## config.mk

```make
export PLATFORM = sky130hd
export DESIGN_NAME = fetch_unit
export DESIGN_NICKNAME = d
export VERILOG_FILES = /design/src/rtl/core_pkg.sv /design/src/rtl/pc_next.sv /design/src/rtl/fetch_unit.sv
export SDC_FILE = /design/constraint.sdc
export NUM_CORES = 1
export LEC_CHECK = 0
export CAP_MARGIN = 0
export CELL_PAD_IN_SITES_DETAIL_PLACEMENT = 1
export CELL_PAD_IN_SITES_GLOBAL_PLACEMENT = 1
export CORE_MARGIN = 2
export CORE_UTILIZATION = 33
export CTS_BUF_LIST = sky130_fd_sc_hd__clkbuf_2 sky130_fd_sc_hd__clkbuf_4 sky130_fd_sc_hd__clkbuf_8
export CTS_CLUSTER_DIAMETER = 30
export DETAILED_ROUTE_END_ITERATION = 7
export PLACE_DENSITY_LB_ADDON = 0.25
export SYNTH_ARGS = -nofsm -noshare
export SYNTH_HDL_FRONTEND = slang
export SYNTH_SLANG_ARGS = --single-unit
```

## constraint.sdc

```tcl
create_clock -name clk -period 3.95 [get_ports clk]
set_clock_uncertainty 0.05 [all_clocks]
set_input_delay 0.5925 -clock clk [delete_from_list [all_inputs] [get_ports clk]]
set_output_delay 0.5925 -clock clk [all_outputs]
set_load 0.02 [all_outputs]
```

## src/rtl/core_pkg.sv

```systemverilog
// core_pkg: shared types and constants for the RV32I core front end.
package core_pkg;
    typedef enum logic [1:0] {REQ, WAIT, HOLD, ERR} fetch_state_t;
    localparam logic [31:0] RESET_PC_DEFAULT = 32'hBFC00000;
    localparam logic [31:0] NOP_INSTR = 32'h00000013;
endpackage

```

## src/rtl/pc_next.sv

```systemverilog
// pc_next: combinational next-PC selection (jalr > branch/jal > sequential) and alignment check.
module pc_next (
    input  logic [31:0] PC,
    input  logic [31:0] ImmOp,
    input  logic [31:0] ALUResult,
    input  logic        PCsrc,
    input  logic        JUMPRT,
    output logic [31:0] next_pc,
    output logic        misaligned
);
    assign next_pc    = JUMPRT ? (ALUResult & ~32'd1) : PCsrc ? PC + ImmOp : PC + 32'd4;
    assign misaligned = |next_pc[1:0];
endmodule

```

## src/rtl/fetch_unit.sv

```systemverilog
// fetch_unit: owns the PC, issues one imem read at a time and hands the word to the core.
module fetch_unit #(
    parameter logic [31:0] RESET_PC  = core_pkg::RESET_PC_DEFAULT,
    parameter logic [31:0] NOP_INSTR = core_pkg::NOP_INSTR
) (
    input  logic        clk,
    input  logic        rst,
    output logic        imem_req,
    output logic [31:0] imem_addr,
    input  logic        imem_rvalid,
    input  logic [31:0] imem_rdata,
    output logic [31:0] instr,
    output logic        instr_valid,
    input  logic        instr_ready,
    output logic [31:0] PC,
    output logic [31:0] PCPlus4,
    input  logic        PCsrc,
    input  logic        JUMPRT,
    input  logic [31:0] ImmOp,
    input  logic [31:0] ALUResult,
    output logic        fetch_misaligned,
    output logic [31:0] fetch_count
);
    import core_pkg::*;
    fetch_state_t r_state, w_next_state;
    logic [31:0] r_pc, r_pc4, r_instr, r_count, w_next_pc;
    logic        w_mis, w_hs;
    pc_next u_pc_next (
        .PC(r_pc), .ImmOp(ImmOp), .ALUResult(ALUResult), .PCsrc(PCsrc), .JUMPRT(JUMPRT),
        .next_pc(w_next_pc), .misaligned(w_mis)
    );
    assign w_hs = (r_state == HOLD) && instr_ready;
    always_comb begin
        w_next_state = r_state;
        case (r_state)
            REQ:     w_next_state = WAIT;
            WAIT:    w_next_state = imem_rvalid ? HOLD : WAIT;
            HOLD:    w_next_state = instr_ready ? (w_mis ? ERR : REQ) : HOLD;
            default: w_next_state = ERR;
        endcase
    end
    always_ff @(posedge clk or posedge rst) begin
        if (rst) begin
            r_state <= REQ;
            r_pc    <= RESET_PC;
            r_pc4   <= RESET_PC + 32'd4;
            r_instr <= NOP_INSTR;
            r_count <= '0;
        end else begin
            r_state <= w_next_state;
            if (r_state == WAIT && imem_rvalid) r_instr <= imem_rdata;
            if (w_hs && !w_mis) begin
                r_pc    <= w_next_pc;
                r_pc4   <= w_next_pc + 32'd4;
                r_count <= r_count + 32'd1;
            end
        end
    end
    // rst gates the request so nothing is issued while memory is also held in reset
    assign imem_req         = (r_state == REQ) && !rst;
    assign imem_addr        = r_pc;
    assign instr            = r_instr;
    assign instr_valid      = (r_state == HOLD);
    assign PC               = r_pc;
    assign PCPlus4          = r_pc4;
    assign fetch_misaligned = (r_state == ERR);
    assign fetch_count      = r_count;
endmodule
```

==> impl_metrics.json <==
{
  "synth_edf_count": 0,
  "clk_latency_ns": 0.45,
  "fin_nets": 1603,
  "ys_seq_area_share_pct": 35.5,
  "grt_usage_pct": 27.0,
  "syn-num-nets": 1167,
  "period_needed_ns": 3.86,
  "finalNonFillerCells": 1820,
  "rows": 60,
  "start_util_pct": 33.7,
  "area_delta_synth_final_pct": 54.0,
  "finalHoldViolCount": 0,
  "synth_warnings": 0,
  "io_pins": 265,
  "p_leak_nw": 6.07,
  "finalCritPeriodShare_pct": 97.8,
  "cts_buffer_depth": 2,
  "clockRootBuffer": "clkbuf_8",
  "holdBufCountCts": 0,
  "place_hpwl_mm": 31.4,
  "ant_nets": 0,
  "worst-setup-path-type": "in2reg",
  "maxSlewViolCount": 0,
  "maxCapViolations": 0,
  "clock_sinks": 128,
  "yosys.area.top_type": "dfrtp_1",
  "status": "finished clean",
  "dieArea_um2": 28900,
  "drtIter0Drc": 758,
  "core_um2": 27000,
  "worstPathArrival_ns": 4.18,
  "synth-main-ff-cell": "dfrtp_1",
  "cts_tree": "built",
  "avgSynthCellArea_um2": 8.83,
  "syn_area_um2": 9090,
  "detail_route.drc_violations": 0,
  "die_w_um": 170,
  "cp_slowest_cell": "or4_4",
  "power.density_nw_per_um2": 734,
  "grt_max_degree": 97,
  "synth_top_area_share_pct": 29.2,
  "numCtsBuffers": 17,
  "synth_area_leaders": "dfrtp_1 29%, nand2_1 6.8%, dfstp_2 6.4%",
  "place.gp.congestion": 0.954,
  "die_y_um": 170,
  "report.final.setup_viol": 0,
  "via_per_inst": 5.35,
  "crit_path_start_kind": "input port",
  "layout-drive-gt1-share_pct": 25.7,
  "crit_start": "ImmOp[1]",
  "synth_cells": 1030,
  "worstPathRequired_ns": 4.27,
  "ys_ff_latch": 128,
  "fmax_mhz": 259,
  "port_buffers": 263,
  "vias": 9739,
  "n_antenna_cell": 0,
  "hp-start": "PCPlus4[22]$_DFFE_PP1P_",
  "synthArstFlopShare_pct": 100,
  "dp_cells": 1779,
  "wl_per_cell_um": 21.8,
  "antenna_found_initial": 3,
  "min_path_type": "reg2reg",
  "max_stage_delay_ns": 0.57,
  "timing.slew.headroom_pct": 36.7,
  "path_cells": "clkdlybuf4s50_1, inv_1, fa_2, nand2b_4, a21oi_4, nor3_2, or4_4, buf_6, nor4_4, and2_4, and4_4, nand4_4, buf_4, or3_1, a31oi_1",
  "synth_cell_type_count": 96,
  "critPathMaxFanout": 5,
  "max_slew.worst_pin.slew_ns": 0.948,
  "irDropWorstVdd_uv": 387,
  "rr_startpoint": "PC[1]$_DFFE_PP0P_",
  "grt_overflow_total": 0,
  "wl_mm": 39.6,
  "firstDrtPassIters": 5,
  "fin_util_pct": 51.8,
  "grt_pass1_vias": 10200,
  "grt_first_pass_wirelength_mm": 59.4,
  "end_kind": "register",
  "clk_pin_slew_ns": 0.09,
  "h-tree-depth": 4
}
[critical path: cells and delay by family]
family | cells | cell delay (ns)
buffers and inverters | 4 | 0.86
and+or+nand+nor | 8 | 1.92
adders and majority gates | 1 | 0.34
AOI/OAI and AO/OA | 2 | 0.47
[worst paths after layout]
check                                                to  slack (ns)  cells past startpoint
worst min-delay path            PCPlus4[22]$_DFFE_PP1P_        0.43                      2
worst max register to register  PCPlus4[29]$_DFFE_PP1P_        0.14                     14
worst min register to register  PCPlus4[22]$_DFFE_PP1P_        0.43                      2
min in group asynchronous          instr[8]$_DFFE_PP0P_        0.68                      2
max in group asynchronous            PC[26]$_DFFE_PP1P_        2.38                      3
worst max-delay path            PCPlus4[29]$_DFFE_PP1P_        0.09                     15
[cell families (layout without fill, tap and decap cells)]
group	after synthesis	count (layout)	share of synthesized area [%]
flip-flops	128	128	35.5
adder cells (fa/ha/maj)	35	35	4.90
buffers and inverters	103	552	5.98
AND/OR/NAND/NOR	404	404	22.6
XOR/XNOR	82	82	7.90
AO/OA/AOI/OAI	236	236	17.9
multiplexers	42	42	5.13
[area by class of cell]
type / count / area (um2)
well taps: 341 / 427
inverters: 24 / 93.8
repair buffers: 496 / 4430
clock buffers: 18 / 248
fillers: 3148 / 13000
flip-flops and latches: 128 / 3230
multi-input cells: 799 / 5440
clock inverters: 14 / 144
[flip-flops by register name (all words and copies together), names as in the netlist]
| signal | flops |
|---|---|
| PC | 32 |
| r_state | 2 |
| fetch_count | 32 |
| PCPlus4 | 30 |
| instr | 32 |
[placed cells by master, fill, tap and decap left out, types with 11 or more instances in the layout]
| master | count |
|---|---|
| a211oi_1 | 11 |
| a21oi_1 | 45 |
| dfrtp_1 | 106 |
| clkbuf_8 | 18 |
| nand3_1 | 39 |
| and4_1 | 12 |
| buf_4 | 229 |
| dfstp_2 | 22 |
| inv_1 | 22 |
| mux2_2 | 36 |
| nand4_1 | 23 |
| xnor2_1 | 59 |
| nor2_1 | 54 |
| and3_1 | 15 |
| ha_1 | 33 |
| xor2_1 | 23 |
| nand2_1 | 164 |
| nor3_1 | 21 |
| o21ai_0 | 60 |
| clkdlybuf4s50_1 | 262 |
[report_power, final]
group / internal (mW) / switching [mW]
registers: 1.85 / 0.397
logic: 3.20 / 3.62
clock network: 0.536 / 0.670
[cells in the mapped netlist, types with 9 or more instances]
cell type and n:
nand2_1 164, dfrtp_1 106, o21ai_0 63, xnor2_1 59, nor2_1 55, a21oi_1 47
nand3_1 40, buf_4 37, mux2_2 36, ha_1 34, clkbuf_1 27, inv_1 24
nand4_1 23, nor3_1 23, xor2_1 23, dfstp_2 22, and3_1 15, and4_1 13
a211oi_1 12, a21o_1 9, buf_2 9, o21a_1 9
[through the flow]
stage          setup TNS [ns]  total power [mW]  hold WS, ns  setup slack, ns  area, um2
2_1_floorplan               0              5.49        0.443            0.194       9100
3_3_place_gp            -4.60              8.70        0.409           -0.491      13400
4_1_cts                     0              10.1        0.436           0.0103      13800
3_5_place_dp            -5.25              8.88        0.419           -0.524      13400
5_1_grt               -0.0507              10.9        0.462          -0.0308      14000
6_report                    0              10.3        0.431           0.0885      14000
[metal layers]
layer  vias to the layer above  wire length (um)  track usage, %
met5                         -                27               0
met4                         4               982            7.51
met3                        62              2760            5.84
met2                       371             17800            43.1
met1                      4726             18000            36.8
li1                       4576                 -               -
[what timing repair did]
action                     CTS  global route
setup buffers                0             9
resized for setup            2            27
hold endpoints to repair     0             0
pin swaps                    0            14
setup endpoints to repair    1            11
Power figures use the tool's default switching activity.
